## src/rtl/aho_pkg.sv

```systemverilog
// rtl/aho_pkg.sv - shared types, limits and 7-seg decode for the AHO LED controller
package aho_pkg;

  typedef logic [3:0] bcd_t;

  localparam bcd_t BCD_MAX = 4'd9;

  localparam logic [6:0] SEG_0 = 7'h3F;
  localparam logic [6:0] SEG_1 = 7'h06;
  localparam logic [6:0] SEG_2 = 7'h5B;
  localparam logic [6:0] SEG_3 = 7'h4F;
  localparam logic [6:0] SEG_4 = 7'h66;
  localparam logic [6:0] SEG_5 = 7'h6D;
  localparam logic [6:0] SEG_6 = 7'h7D;
  localparam logic [6:0] SEG_7 = 7'h07;
  localparam logic [6:0] SEG_8 = 7'h7F;
  localparam logic [6:0] SEG_9 = 7'h6F;

  typedef enum logic {
    IDLE = 1'b0,
    HOLD = 1'b1
  } led_state_t;

  function automatic logic [6:0] seg_decode(input bcd_t d);
    case (d)
      4'd0:    return SEG_0;
      4'd1:    return SEG_1;
      4'd2:    return SEG_2;
      4'd3:    return SEG_3;
      4'd4:    return SEG_4;
      4'd5:    return SEG_5;
      4'd6:    return SEG_6;
      4'd7:    return SEG_7;
      4'd8:    return SEG_8;
      4'd9:    return SEG_9;
      default: return 7'h00;
    endcase
  endfunction

endpackage

```

## src/rtl/bcd_digit.sv

```systemverilog
// rtl/bcd_digit.sv - one decimal digit of the event tally with ripple carry out
module bcd_digit
  import aho_pkg::*;
(
  input  logic CLK,
  input  logic RST,
  input  logic inc,
  input  logic clr,
  output bcd_t digit,
  output logic carry
);

  assign carry = inc & (digit == BCD_MAX);

  always_ff @(posedge CLK or negedge RST) begin
    if (!RST) begin
      digit <= '0;
    end else if (clr) begin
      digit <= '0;
    end else if (inc) begin
      digit <= (digit == BCD_MAX) ? '0 : digit + 4'd1;
    end
  end

endmodule

```

## src/rtl/aho_led_ctrl.sv

```systemverilog
// rtl/aho_led_ctrl.sv - AHO event tally, LED stretch FSM, optional 7-seg scan (AHO_7SEG_EN)
module aho_led_ctrl
  import aho_pkg::*;
#(
  parameter int STRETCH  = 4,
  parameter int SCAN_DIV = 1024
) (
  input  logic        CLK,
  input  logic        RST,
  input  logic        AHO,
  input  logic        CLR,
  output logic        LED,
  output logic [15:0] BCD,
  output logic        OVF
`ifdef AHO_7SEG_EN
  ,
  output logic [6:0]  SEG,
  output logic [3:0]  AN
`endif
);

  localparam int CW = $clog2(STRETCH + 1);

  bcd_t       d [4];
  logic [3:0] inc;
  logic [3:0] carry;

  // Units digit counts raw events; each higher digit counts its neighbour's wraps.
  assign inc = {carry[2:0], AHO};

  for (genvar g = 0; g < 4; g++) begin : g_digit
    bcd_digit u_digit (
      .CLK   (CLK),
      .RST   (RST),
      .inc   (inc[g]),
      .clr   (CLR),
      .digit (d[g]),
      .carry (carry[g])
    );
  end

  assign BCD = {d[3], d[2], d[1], d[0]};

  always_ff @(posedge CLK or negedge RST) begin
    if (!RST) begin
      OVF <= 1'b0;
    end else if (CLR) begin
      OVF <= 1'b0;
    end else if (carry[3]) begin
      OVF <= 1'b1;
    end
  end

  led_state_t    state;
  logic [CW-1:0] hold_cnt;

  always_ff @(posedge CLK or negedge RST) begin
    if (!RST) begin
      state    <= IDLE;
      hold_cnt <= '0;
    end else if (AHO) begin
      state    <= HOLD;
      hold_cnt <= CW'(STRETCH - 1);
    end else if (state == HOLD) begin
      if (hold_cnt == '0) begin
        state <= IDLE;
      end else begin
        hold_cnt <= hold_cnt - 1'b1;
      end
    end
  end

  assign LED = (state == HOLD);

`ifdef AHO_7SEG_EN
  localparam int SW = (SCAN_DIV > 1) ? $clog2(SCAN_DIV) : 1;

  logic [SW-1:0] scan_cnt;
  bcd_t          sel;

  always_comb begin
    sel = d[0];
    case (AN)
      4'b0010: sel = d[1];
      4'b0100: sel = d[2];
      4'b1000: sel = d[3];
      default: sel = d[0];
    endcase
  end

  // SEG follows the registered AN, so it settles one cycle after each digit switch.
  always_ff @(posedge CLK or negedge RST) begin
    if (!RST) begin
      scan_cnt <= '0;
      AN       <= 4'b0001;
      SEG      <= SEG_0;
    end else begin
      SEG <= seg_decode(sel);
      if (scan_cnt == SW'(SCAN_DIV - 1)) begin
        scan_cnt <= '0;
        AN       <= {AN[2:0], AN[3]};
      end else begin
        scan_cnt <= scan_cnt + 1'b1;
      end
    end
  end
`endif

endmodule

```

## config.mk

```make
export PLATFORM = sky130hd
export DESIGN_NAME = aho_led_ctrl
export DESIGN_NICKNAME = d
export VERILOG_FILES = /design/src/rtl/aho_pkg.sv /design/src/rtl/bcd_digit.sv /design/src/rtl/aho_led_ctrl.sv
export SDC_FILE = /design/constraint.sdc
export NUM_CORES = 1
export LEC_CHECK = 0
export CAP_MARGIN = 0
export CORE_MARGIN = 2
export CORE_UTILIZATION = 45
export CTS_CLUSTER_SIZE = 30
export DETAILED_ROUTE_END_ITERATION = 8
export GPL_ROUTABILITY_DRIVEN = 0
export PLACE_DENSITY = 0.72
export RECOVER_POWER = 50
export SLEW_MARGIN = 10
export SYNTH_ARGS = -nofsm -noshare
export SYNTH_HDL_FRONTEND = slang
export SYNTH_SLANG_ARGS = --single-unit
```

## constraint.sdc

```tcl
create_clock -name CLK -period 2 [get_ports CLK]
set_clock_uncertainty 0.15 [all_clocks]
set_input_delay 0.4 -clock CLK [delete_from_list [all_inputs] [get_ports CLK]]
set_output_delay 0.4 -clock CLK [all_outputs]
set_load 0.05 [all_outputs]
```

# Word-level counts from Yosys, hierarchy flattened
# Index checks and enable logic that the tools add are counted.
# totals
reg_bits	21
latchBits	0
ram_bits	0
mem_bits_ro	0
input_bits	4
out_inout_bits	18
wordCells	49
memories	0
# op_classes
add_sub_neg	5
multipliers	0
div	0
magnitude_cmp	0
eq_ne	5
n_shift	0
muxes	20
bitwise_logic	4
n_reduce_logical	8
# op_table
operator	count
$mux 4	12
$add 4x1->4 const B	4
$eq 4x4->1 const B	4
$reduce_bool 2->1	6
$mux 3	3
$mux 1	5
$and 1x1->1	4
$logic_not 3->1	1
$sub 3x1->3 const B	1
$ne 2x2->1 const B	1
$reduce_and 2->1	1

# Longest topological paths before layout
# Gate-level depths: netlist of run 1.
# logic_depth
ltp_word	7
depth_mapped	6
depth_no_buf	6

# Modules after synthesis
# A second synthesis of run 1 with hierarchy kept.
# hier_totals
cells_unflattened	128
hier_area_um2	1216.2
# modules_own_cells
module	instances	cells_each	area_each_um2	seq_area_each_um2
bcd_digit	4	26	241.5	100.1
aho_led_ctrl	1	24	250.2	125.1

# Least setup slack after synthesis of run 1
# No wires, ideal clock.
# synth_timing
path_kind	register to register
startpoint	register g_digit[0].u_digit.digit[0]
endpoint	register g_digit[3].u_digit.digit[3]
arrival_ps	1801
required_ps	1728
setup_slack_ps	-73
stages_incl_launch_ff	6
synth_period_minus_slack_ps	2073
path_cell_list	dfrtp_1 -> ha_1 -> nand4b_4 -> nor3_4 -> o21ai_0 -> a32o_1
# synth_between
elab_chain_cells	5
# synth_rtl
element	line	source
start: declaration	bcd_digit.sv:9	output bcd_t digit,
start signal: assignment	bcd_digit.sv:21	digit <= (digit == BCD_MAX) ? '0 : digit + 4'd1;
$eq 4x4->1	bcd_digit.sv:13	assign carry = inc & (digit == BCD_MAX);
$and 1x1->1 (3 in series)	bcd_digit.sv:13	
$reduce_bool 2->1 (no line)	-	
end signal: assignment	bcd_digit.sv:21	
end: declaration	bcd_digit.sv:9	
# Every way passes these cells.
# A chain may end at the register's enable or synchronous reset.

# Final worst setup path of run 1
# layout_timing
startpoint	register g_digit[0].u_digit.digit[1]
endpoint	register g_digit[3].u_digit.digit[3]
# Same word-level chain as after synthesis.

==> results.py, run 1 <==
metrics = {
    "run_status": {
        "status": "finished, final reports clean",
    },
    "logic_synthesis": {
        "yosysSeqAreaShare_pct": 42.8,
        "synth_common_cells": "dfrtp_1, nand2_1, nor2_1, a21oi_1, ha_1",
        "synth_cell_type_count": 34,
        "ys.flop_type": "dfrtp_1",
        "synth_area_leaders": "dfrtp_1, ha_1, a21oi_1",
        "netlist_area_sq_mm": 0.00123,
        "synth-edff-count": 0,
        "yosysMostFrequentCell": "dfrtp_1",
        "synth-seq-cells": 21,
        "syn_avg_cell_area_sq_um": 9.60,
        "yosysTopAreaCell": "dfrtp_1",
        "yosysWarnings": 0,
        "syn_inst": 128,
        "yosysTopAreaCellShare_pct": 42.8,
        "synth-async-reset-ratio_pct": 100,
        "syn_nets": 142,
    },
    "worst_setup_path": {
        "crit_type": "reg2reg",
        "startpoint_type": "flip-flop",
        "ff2ff_setup_slack_ns": 0.15,
        "r2r_cells": 6,
        "arrival_ns": 1.91,
        "worstPathMaxFanout": 5,
        "required_ns": 2.05,
        "crit_chain": "inv_1 -> ha_1 -> nand4b_4 -> nor3_4 -> o21ai_0 -> a32o_1",
        "cpPeakStageDelay_ns": 0.45,
        "slowest_stage": "dfrtp_2",
        "endpoint_kind": "flip-flop",
    },
    "clock_network": {
        "cts_tree": "yes",
        "ctsHoldBuffers": 0,
        "clock_sinks": 21,
        "h-tree-depth": 1,
        "clockBufferDepth": 2,
        "worstSkewPairLatency_ns": 0.30,
        "cts_made_buffers": 3,
        "path_clk_slew_ns": 0.12,
        "cts-root-buf": "clkbuf_4",
    },
    "power": {
        "p_switching_mw": 0.258,
        "intPower_mw": 0.589,
        "peakVddDrop_mv": 0.511,
        "power_frac_seq_pct": 55.4,
        "p_per_area_mw_per_mm2": 567,
        "combinationalPowerShare_pct": 20.1,
        "clkPwrFrac_pct": 24.5,
        "p_leak_nw": 0.695,
        "switching_share_pct": 30.5,
    },
    "worst_hold_path": {
        "hold_depth": 1,
        "hp-class": "reg2reg",
    },
    "die": {
        "rows": 18,
        "coreArea_sq_mm": 0.00252,
        "boundaryPins": 22,
        "dieArea_sq_mm": 0.00316,
        "die_h_um": 56.3,
        "start_util_pct": 48.7,
        "die_x_um": 56.3,
    },
    "finish": {
        "finish.net_count": 174,
        "diodes": 0,
        "drive_above_1_share_pct": 23.9,
        "synthToLayoutAreaGrowth_pct": 21.6,
        "fin_area_sq_mm": 0.00149,
    },
    "timing": {
        "min_period_ns": 1.85,
        "post-route-period-util_pct": 92.7,
        "hold_violations": 0,
        "max_slew.worst_pin.slew_ns": 1.13,
        "maxSlewHeadroom_pct": 24.8,
        "fmax_ghz": 0.539,
        "finalSetupTns_ns": 0,
        "drv_slew": 0,
        "grt_setup_unrepaired": "no",
        "setup_viol": 0,
    },
    "flow_run": {
        "max_cap_viol_count": 0,
    },
    "grt": {
        "antenna_found_initial": 0,
        "grtUsageTotal_pct": 16.1,
        "grt_start_max_net_pins": 22,
        "grt_pass1_vias": 924,
        "overflow": 0,
        "grt_pass1_wl_um": 4070,
    },
    "routing": {
        "drt-initial-drc-count": 20,
        "first_pass_iters": 4,
        "drc": 0,
        "routed_wl_um": 2340,
        "wl_per_cell_um": 12.4,
        "postRouteAntennaNets": 0,
        "num_vias": 1014,
        "viasPerCell": 5.37,
    },
    "placement": {
        "placed_area_sq_mm": 0.00148,
        "numPortBuffers": 21,
        "hpwl_um": 1740,
    },
}
[cell type report]
cell class	count	area [sq um]
timing repair buffer	30	203
clock buffer	3	22.5
fill	218	1030
sequential	21	528
tap	30	37.5
multi-input combinational	96	668
inverter	8	30.0
clock inverter	1	5.00
[cells in the final DEF (no fill, tap or decap), types with 2 or more instances in the layout]
cell | netlist | final
dfrtp_1 | 21 | 19
buf_4 | 0 | 19
nand2_1 | 14 | 14
nor2_1 | 14 | 14
a21oi_1 | 11 | 11
ha_1 | 10 | 10
inv_1 | 8 | 8
clkbuf_1 | 3 | 8
o21ai_0 | 7 | 7
nand3_1 | 4 | 4
or3_1 | 4 | 4
nor3_1 | 3 | 3
clkbuf_4 | 0 | 3
nand2b_1 | 2 | 2
nand3b_1 | 2 | 2
nor3b_1 | 2 | 2
and3b_2 | 2 | 2
a21oi_2 | 2 | 2
mux2_2 | 2 | 2
dfrtp_2 | 0 | 2
dlygate4sd3_1 | 0 | 2
[power groups by stage]
stage                     logic, mW  registers [mW]  clock network, mW
after CTS                     0.181           0.470              0.216
after floorplan               0.102           0.499                  0
after global placement        0.170           0.476                  0
final                         0.170           0.469              0.207
after detailed placement      0.180           0.479                  0
after global routing          0.194           0.473              0.228
[sequential cells by signal (all words and copies together) (netlist names)]
name / count
LED: 1
hold_cnt: 3
OVF: 1
g_digit.u_digit.digit: 16
[kinds of logic (layout without fill, tap and decap cells)]
family / Yosys count / count (layout) / synth area share (%)
AO/OA/AOI/OAI: 28 / 28 / 14.3
XOR/XNOR: 1 / 1 / 0.713
adder cells (fa/ha/maj): 10 / 10 / 10.2
buffers and inverters: 11 / 42 / 3.36
flip-flops: 21 / 21 / 42.8
multiplexers: 3 / 3 / 2.65
AND/OR/NAND/NOR: 54 / 54 / 26.1
[critical path, delay by kind of cell (launching register included)]
kind	cells	cell delay, ns
compound gates	2	0.42
fa+ha+maj	1	0.24
buf+inv	1	0.08
flops	1	0.45
simple gates	2	0.40
[stage by stage]
stage	power (mW)	std cells	utilization, %	worst slack (ns)	hold slack (ns)
floorplan	0.601	128	-	0.0303	-0.0456
global placement	0.646	183	58.5	-0.0284	0.320
detailed placement	0.659	183	58.5	-0.0444	0.344
CTS	0.867	187	59.6	0.141	0.272
global route	0.896	189	59.2	0.0248	0.415
finish	0.847	189	59.2	0.145	0.365
[repair_timing]
| item | 4_1_cts | 5_1_grt |
|---|---|---|
| resized for setup | 0 | 1 |
| buffers inserted | 0 | 2 |
| setup endpoints to repair | 0 | 1 |
[worst paths after layout]
check                                                    to                        start
worst min-delay path                            hold_cnt[1]                  hold_cnt[1]
worst max register to register  g_digit[3].u_digit.digit[3]  g_digit[0].u_digit.digit[1]
max in group asynchronous       g_digit[0].u_digit.digit[0]                          RST
worst min register to register                  hold_cnt[1]                  hold_cnt[1]
min in group asynchronous       g_digit[0].u_digit.digit[1]                          RST
worst max-delay path            g_digit[3].u_digit.digit[3]  g_digit[0].u_digit.digit[1]
[per-layer routing]
metal	up-vias	wire, um	GRT usage, %	part of all wire [%]
li1	509	-	-	-
met1	482	1120	21.8	48
met2	19	1100	25.9	47
met3	4	83	2.30	3.6
met4	0	35	6.12	1.5
met5	-	0	0	0
(Power assumes the default switching activity.)
==> run 2, diff against run 1 <==
--- a/config.mk
+++ b/config.mk
@@ -11,7 +11,7 @@
 export CTS_CLUSTER_SIZE = 30
 export DETAILED_ROUTE_END_ITERATION = 8
 export GPL_ROUTABILITY_DRIVEN = 0
-export PLACE_DENSITY = 0.72
+export PLACE_DENSITY = 0.7
 export RECOVER_POWER = 50
 export SLEW_MARGIN = 10
 export SYNTH_ARGS = -nofsm -noshare
==> run 2 against run 1 <==
Net effect:
- die area stayed put
- via count fell by 2.7%
- critical path depth unchanged
- global-route usage grew 0.43 points
- total power is 1.7% lower
- register-to-register slack improved by 0.02 ns
- clock-buffer cell count is 1 higher
- sequential share of layout area rose by 0.27 points
- critical endpoint is now g_digit[3].u_digit.digit[0]
- clock power decreased by 4%
- fmax grew 1.2%
==> results.py, run 2 (synthesized netlist as in run 1, its figures left out) <==
metrics = {
    "routing": {
        "first_pass_iters": 4,
        "drt-initial-drc-count": 18,
        "routed_wl_um": 2290,
        "wl_per_cell_um": 12.2,
        "num_vias": 987,
        "drc": 0,
        "viasPerCell": 5.28,
        "postRouteAntennaNets": 0,
    },
    "power": {
        "p_per_area_mw_per_mm2": 563,
        "peakVddDrop_mv": 0.469,
        "p_leak_nw": 0.688,
    },
    "die": {
        "boundaryPins": 22,
        "die_x_um": 56.3,
        "die_h_um": 56.3,
        "coreArea_sq_mm": 0.00252,
        "rows": 18,
        "dieArea_sq_mm": 0.00316,
        "start_util_pct": 48.7,
    },
    "worst_setup_path": {
        "worstPathMaxFanout": 5,
        "crit_type": "reg2reg",
        "endpoint_kind": "flip-flop",
        "arrival_ns": 1.92,
        "startpoint_type": "flip-flop",
        "required_ns": 2.09,
    },
    "timing": {
        "grt_setup_unrepaired": "no",
        "min_period_ns": 1.83,
        "worst_slack_ns": 0.166,
        "post-route-period-util_pct": 91.7,
        "fmax_ghz": 0.545,
        "max_slew.worst_pin.slew_ns": 1.14,
        "hold_violations": 0,
        "maxSlewHeadroom_pct": 23.8,
        "drv_slew": 0,
        "hold_slack_ns": 0.345,
        "setup_viol": 0,
    },
    "finish": {
        "regMostFlops": "g_digit.u_digit.digit",
        "final_cell_mix": "dfrtp_1, buf_4, nand2_1, nor2_1, a21oi_1",
        "reg_top3": "g_digit.u_digit.digit (16), hold_cnt (3)",
        "drive_above_1_share_pct": 21.7,
        "finish.net_count": 172,
        "synthToLayoutAreaGrowth_pct": 20.4,
        "fin_area_sq_mm": 0.00148,
        "largest_reg_flops": 16,
        "mostFrequentLayoutCell": "dfrtp_1",
        "diodes": 0,
    },
    "clock_network": {
        "h-tree-depth": 1,
        "cts-root-buf": "clkbuf_4",
        "clock_sinks": 21,
        "path_clk_slew_ns": 0.11,
        "cts_tree": "yes",
        "worstSkewPairLatency_ns": 0.30,
        "cts_made_buffers": 3,
        "clockBufferDepth": 2,
        "ctsHoldBuffers": 0,
    },
    "grt": {
        "overflow": 0,
        "antenna_found_initial": 0,
        "grt_start_max_net_pins": 22,
        "grtUsageTotal_pct": 16.5,
        "grt_pass1_vias": 927,
        "grt_pass1_wl_um": 4130,
    },
    "placement": {
        "numPortBuffers": 21,
        "hpwl_um": 1730,
        "placed_area_sq_mm": 0.00148,
        "dp_slack_ns": -0.0533,
    },
    "flow_run": {
        "max_cap_viol_count": 0,
    },
    "worst_hold_path": {
        "hp-class": "reg2reg",
    },
    "run_status": {
        "status": "finished, final reports clean",
    },
}
[run 2: changes by cell type in the layout (fill, tap and decap cells not counted), sizes merged]
cell	change
clkinv	-1
buf	-1
[run 2: critical path: stages, from the launching register on]
cell     delay, ns
dfrtp_2       0.44
inv_1         0.08
ha_1          0.24
and4b_4       0.29
nand3_4       0.07
or3_1         0.36
a21oi_2       0.14
[run 2: metal layers]
metal | wire length [um] | track usage, % | vias to the layer above
li1 | - | - | 507
met1 | 1110 | 21.2 | 459
met2 | 1080 | 26.9 | 19
met5 | 0 | 0 | -
met3 | 84 | 5.07 | 2
met4 | 19 | 4.42 | 0
[run 2: final timing paths]
check / slack (ns) / depth (start not counted) / start / end
setup / recovery: 0.17 / 6 / g_digit[0].u_digit.digit[1] / g_digit[3].u_digit.digit[0]
hold / removal: 0.35 / 1 / hold_cnt[1] / hold_cnt[1]
setup reg to reg: 0.17 / 6 / g_digit[0].u_digit.digit[1] / g_digit[3].u_digit.digit[0]
hold reg to reg: 0.35 / 1 / hold_cnt[1] / hold_cnt[1]
max in group asynchronous: 0.26 / 2 / RST / g_digit[0].u_digit.digit[1]
min in group asynchronous: 0.68 / 2 / RST / hold_cnt[2]
[run 2: final cells by class]
type,instances,area (sq um)
clock buffer,4,26.3
fill,244,1040
inverter,8,30.0
multi-input combinational,96,667
sequential,21,527
tap,30,37.5
timing repair buffer,28,191
[run 2: metrics by stage]
stage	utilization (%)	TNS [ns]	total power [mW]	cells
6_report	58.6	0	0.832	187
5_1_grt	58.6	0	0.890	187
4_1_cts	59.5	0	0.852	187
3_5_place_dp	58.5	-0.151	0.652	183
3_3_place_gp	58.5	-0.0528	0.648	183
2_1_floorplan	-	0	0.601	128
[run 2: what timing repair did]
item	4_1_cts	5_1_grt
endpoints found under the setup margin	0	1
setup buffers	0	0
hold endpoints to repair	0	0
gates resized for setup	0	1
[run 2: report_power, final]
group          total, mW  internal (mW)  switching [mW]  leakage [nW]
registers          0.467          0.452          0.0149         0.278
logic              0.168         0.0627           0.105         0.395
clock network      0.198         0.0777           0.120        0.0150
